===== src/rtl/crc_tx_engine.sv =====
// crc_tx_engine: latches a 24-bit payload, computes CRC-16/XMODEM over its
// three bytes (one bit per clock), then sends the three payload bytes and
// the two CRC bytes as 8N1 UART frames paced by a 16x-baud tick strobe.
module crc_tx_engine #(
  parameter int          TICKS_PER_BIT = 16,
  parameter logic [15:0] POLY          = 16'h1021,
  parameter logic [15:0] INIT          = 16'h0000
) (
  input  logic        clk_i,
  input  logic        rst_i,
  input  logic        tick_i,
  input  logic        start_i,
  input  logic [23:0] data_i,
  output logic        ready_o,
  output logic        tx_o,
  output logic [15:0] crc_o,
  output logic        done_o
);

  localparam int            TW        = (TICKS_PER_BIT > 1) ? $clog2(TICKS_PER_BIT) : 1;
  localparam logic [TW-1:0] TICK_LAST = TW'(TICKS_PER_BIT - 1);

  typedef enum logic [2:0] {
    IDLE,
    CALC,
    START,
    DATA,
    STOP
  } state_t;

  state_t        state;
  logic [23:0]   shreg;
  logic [15:0]   crc;
  logic [4:0]    calc_cnt;
  logic [TW-1:0] tick_cnt;
  logic [2:0]    bit_cnt;
  logic [2:0]    byte_idx;
  logic [7:0]    tx_byte;

  logic          fb;
  logic [15:0]   crc_next;
  logic [23:0]   shreg_rot;
  logic          tick_last;

  // Selects which byte goes on the line for a given position in the packet:
  // payload high/mid/low byte, then CRC high and low byte.
  function automatic logic [7:0] pick_byte(input logic [2:0]  idx,
                                           input logic [23:0] payload,
                                           input logic [15:0] c);
    logic [7:0] b;
    case (idx)
      3'd0:    b = payload[23:16];
      3'd1:    b = payload[15:8];
      3'd2:    b = payload[7:0];
      3'd3:    b = c[15:8];
      default: b = c[7:0];
    endcase
    return b;
  endfunction

  // One CRC step on the payload MSB, the payload rotated by one (after 24
  // rotations it is back in its original order for transmission), and the
  // strobe that marks the final tick of the current UART bit.
  always_comb begin
    fb        = crc[15] ^ shreg[23];
    crc_next  = {crc[14:0], 1'b0} ^ (fb ? POLY : 16'h0000);
    shreg_rot = {shreg[22:0], shreg[23]};
    tick_last = tick_i && (tick_cnt == TICK_LAST);
  end

  // Main sequencer: accept, bit-serial CRC, then five UART frames with
  // registered line, ready and done outputs.
  always_ff @(posedge clk_i or posedge rst_i) begin
    if (rst_i) begin
      state    <= IDLE;
      shreg    <= 24'h000000;
      crc      <= 16'h0000;
      crc_o    <= 16'h0000;
      calc_cnt <= 5'd0;
      tick_cnt <= '0;
      bit_cnt  <= 3'd0;
      byte_idx <= 3'd0;
      tx_byte  <= 8'h00;
      tx_o     <= 1'b1;
      ready_o  <= 1'b1;
      done_o   <= 1'b0;
    end else begin
      done_o <= 1'b0;
      case (state)
        IDLE: begin
          tx_o <= 1'b1;
          if (start_i && ready_o) begin
            shreg    <= data_i;
            crc      <= INIT;
            calc_cnt <= 5'd0;
            ready_o  <= 1'b0;
            state    <= CALC;
          end
        end

        CALC: begin
          crc      <= crc_next;
          shreg    <= shreg_rot;
          calc_cnt <= calc_cnt + 5'd1;
          if (calc_cnt == 5'd23) begin
            crc_o    <= crc_next;
            calc_cnt <= 5'd0;
            byte_idx <= 3'd0;
            bit_cnt  <= 3'd0;
            tick_cnt <= '0;
            tx_byte  <= shreg_rot[23:16];
            tx_o     <= 1'b0;
            state    <= START;
          end
        end

        START: begin
          if (tick_last) begin
            tick_cnt <= '0;
            bit_cnt  <= 3'd0;
            tx_o     <= tx_byte[0];
            tx_byte  <= {1'b0, tx_byte[7:1]};
            state    <= DATA;
          end else if (tick_i) begin
            tick_cnt <= tick_cnt + 1'b1;
          end
        end

        DATA: begin
          if (tick_last) begin
            tick_cnt <= '0;
            if (bit_cnt == 3'd7) begin
              bit_cnt <= 3'd0;
              tx_o    <= 1'b1;
              state   <= STOP;
            end else begin
              bit_cnt <= bit_cnt + 3'd1;
              tx_o    <= tx_byte[0];
              tx_byte <= {1'b0, tx_byte[7:1]};
            end
          end else if (tick_i) begin
            tick_cnt <= tick_cnt + 1'b1;
          end
        end

        STOP: begin
          if (tick_last) begin
            tick_cnt <= '0;
            if (byte_idx < 3'd4) begin
              byte_idx <= byte_idx + 3'd1;
              tx_byte  <= pick_byte(byte_idx + 3'd1, shreg, crc);
              tx_o     <= 1'b0;
              state    <= START;
            end else begin
              byte_idx <= 3'd0;
              done_o   <= 1'b1;
              ready_o  <= 1'b1;
              state    <= IDLE;
            end
          end else if (tick_i) begin
            tick_cnt <= tick_cnt + 1'b1;
          end
        end

        default: state <= IDLE;
      endcase
    end
  end

endmodule


===== config.mk =====
export PLATFORM = sky130hd
export DESIGN_NAME = crc_tx_engine
export DESIGN_NICKNAME = d
export VERILOG_FILES = /design/src/rtl/crc_tx_engine.sv
export SDC_FILE = /design/constraint.sdc
export NUM_CORES = 1
export LEC_CHECK = 0
export ABC_AREA = 1
export ABC_CLOCK_PERIOD_IN_PS = 4170
export CORE_UTILIZATION = 60
export DETAILED_ROUTE_END_ITERATION = 7
export PLACE_DENSITY = 0.84
export SLEW_MARGIN = 20
export SYNTH_ARGS = -nofsm -noshare
export SYNTH_HDL_FRONTEND = slang
export SYNTH_SLANG_ARGS = --single-unit

===== constraint.sdc =====
create_clock -name clk_i -period 4.17 [get_ports clk_i]
set_input_delay 0.417 -clock clk_i [delete_from_list [all_inputs] [get_ports clk_i]]
set_output_delay 0.417 -clock clk_i [all_outputs]
set_load 0.02 [all_outputs]

==> results.json <==
{
  "routed_wl_um": 10200,
  "rows": 31,
  "setup_violations": 0,
  "cts.sinks": 85,
  "fin_skew_ps": 11.7,
  "use_met1": 0.356,
  "timing.final.crit_share": 0.610,
  "synth-main-ff-cell": "dfrtp_1",
  "relSlewSlack": 0.366,
  "worst_pin_slew_ps": 950,
  "vias_per_cell": 5.56,
  "clk_latency_ps": 360,
  "grt_usage": 0.267,
  "ys_ff_latch": 85,
  "worst-setup-path-type": "flip-flop to flip-flop",
  "fill_cells": 590,
  "use_met3": 0.0338,
  "post_synth_num_cell_types": 29,
  "fp.dieArea_um2": 8060,
  "route.antenna.remaining_nets": 0,
  "period_minus_slack_ps": 2540,
  "synth_area_leaders": "dfrtp_1 (45%), nand2_1 (14%), nand3_1 (6.1%)",
  "drt_iter0_markers": 323,
  "synth_area_leader_cell": "dfrtp_1",
  "n_antenna_cell": 0,
  "place_area_um2": 5040,
  "cts-htree-levels": 3,
  "grt_pass1_wl_um": 17300,
  "crit_top_cell": "nand2_1",
  "hold_class": "flip-flop to flip-flop",
  "fin_area_um2": 5250,
  "syn-num-nets": 613,
  "synth_edf_count": 0,
  "arrival_ps": 2800,
  "clk_pin_slew_ps": 90,
  "p_total_mw": 1.49,
  "leakage_nw": 2.65,
  "async_flop_share": 1.00,
  "fin_setup_tns_ps": 0,
  "rsz0062_at_grt": "false",
  "met2_usage": 0.425,
  "synthCells": 575,
  "cts_setup_buffers": 0,
  "worstSetupStartpointType": "flip-flop",
  "busiest_layer": "met2",
  "syn_area_per_cell_um2": 8.04,
  "clock.fmax_ghz": 0.393,
  "holdBufCountCts": 0,
  "multiInputGateArea_um2": 2050,
  "drive_gt1_frac": 0.126,
  "routedWlPerCell_um": 14.3,
  "dp_slack_ps": 1700,
  "end_kind": "flip-flop",
  "cp_slowest_cell": "ha_1",
  "clock_tree.root_cell": "clkbuf_8",
  "p_per_area_nw_per_um2": 283,
  "area_growth_syn_to_layout_pct": 13.5,
  "syn_area_um2": 4620,
  "firstDrtPassIters": 5,
  "cp_max_fo": 34,
  "gr-total-overflow": 0,
  "slowest_delay_ps": 910,
  "portBuffers": 46,
  "regArea_um2": 2130,
  "cts_buffer_depth": 2,
  "crit_required_ps": 4420,
  "seq_area_frac_synth": 0.461,
  "status": "finished clean",
  "die_h_um": 89.8,
  "crit_chain": "ha_1, ha_1, o21ai_1, nand3_1, nand2_1, nand2_1, nand2_1, nand2_1, nand2_1",
  "cts_resized": 0,
  "synth_top_area_frac": 0.449,
  "vdd_ir_drop_max_uv": 193,
  "ys_warn_count": 0,
  "cts_tree": "done",
  "remaining_drc_errors": 0,
  "drv_slew": 0,
  "grt_pass1_vias": 3742,
  "maxCapViolations": 0,
  "setup_slack_ps": 1630,
  "nets": 645,
  "core_area_um2": 7370,
  "pin_count": 47,
  "start_util": 0.627,
  "cts_buffers": 9,
  "fin_util": 0.712,
  "dieWidth_um": 89.8,
  "grt_max_degree": 73,
  "dr_total_vias": 3951,
  "antenna_found_initial": 0,
  "hold_viol_final": 0,
  "hpwlAfterDp_um": 7090,
  "place.gp.congestion": 0.927
}
## layout by cell type (no fill, tap or decap), drive strengths merged
master	count
inv	68
clkbuf	10
nand3	59
nand4	3
o211ai	1
ha	10
buf	3
nand2	181
clkdlybuf4s50	46
o21ai	94
dfstp	2
xor2	6
dfrtp	83
o22ai	16
bufinv	1
clkinv	3
clkinvlp	1
or2	3
nor2	22
## registers in the layout (all words and copies together) (netlist names)
name,cells
shreg,24
done_o,1
state,3
ready_o,1
crc_o,16
tick_cnt,4
tx_o,1
calc_cnt,5
bit_cnt,3
crc,16
tx_byte,8
byte_idx,3
## per-stage QoR
stage | hold WS [ps] | instances
after floorplan | 449 | 575
after global placement | 458 | 695
after detailed placement | 468 | 695
after CTS | 490 | 711
after global routing | 512 | 711
final | 486 | 711
## cell families (layout without fill, tap and decap cells)
family,after synthesis,count (layout),share of synthesized area
and+or+nand+nor,268,268,0.254
AOI/OAI and AO/OA,111,111,0.150
buffers and inverters,95,132,0.0963
DFF,85,85,0.461
adders and majority gates,10,10,0.0271
xor gates and xnor gates,6,6,0.0114
## where the power goes
part	internal, mW	switching (mW)
logic	0.0274	0.0254
registers	0.824	0
clock network	0.298	0.312
## metal layers
layer,share of wire,routed length [µm],up-vias
met5,0,0,-
met3,0.038,389,38
met1,0.43,4380,1882
met4,0.040,411,0
met2,0.49,5020,120
li1,-,-,1911
## worst max-delay path, delay by kind of cell (launching register included)
| kind | cells | cell delay [ps] |
|---|---|---|
| flip-flops | 1 | 430 |
| adder cells (fa/ha/maj) | 2 | 1120 |
| AND/OR/NAND/NOR | 6 | 480 |
| AO/OA/AOI/OAI | 1 | 410 |
## worst paths after layout
path,slack (ps),endpoint,start,depth (start not counted)
setup reg to reg,1630,tx_byte[1]$_DFFE_PP0P_,byte_idx[0]$_DFFE_PP0P_,9
max in group asynchronous,2790,shreg[8]$_DFFE_PP0P_,rst_i,3
min in group asynchronous,540,calc_cnt[2]$_DFFE_PP0P_,rst_i,2
hold reg to reg,490,crc_o[15]$_DFFE_PP0P_,crc_o[15]$_DFFE_PP0P_,2
hold / removal,490,crc_o[15]$_DFFE_PP0P_,crc_o[15]$_DFFE_PP0P_,2
setup / recovery,1630,tx_byte[1]$_DFFE_PP0P_,byte_idx[0]$_DFFE_PP0P_,9
## Yosys cell counts, types with 3 or more instances
library cell / instances
ha_1: 10
inv_2: 5
o21ai_2: 28
inv_1: 61
buf_2: 11
nand2_2: 8
nand4_1: 3
buf_6: 10
o21ai_1: 14
nor2_1: 17
o22ai_1: 14
nor2_2: 3
o21ai_0: 52
clkbuf_1: 6
xor2_1: 6
nand2_1: 171
dfrtp_1: 83
nand3_1: 56
## final cells by class
class                           instances  share of cell area
Clock buffer                           10              0.0262
Tap cell                               99              0.0236
Timing Repair Buffer                   49              0.0921
Clock inverter                          6              0.0131
Sequential cell                        85               0.406
Inverter                               67              0.0484
Multi-Input combinational cell        395               0.391
Note: power is estimated with default switching activity, not from simulation.
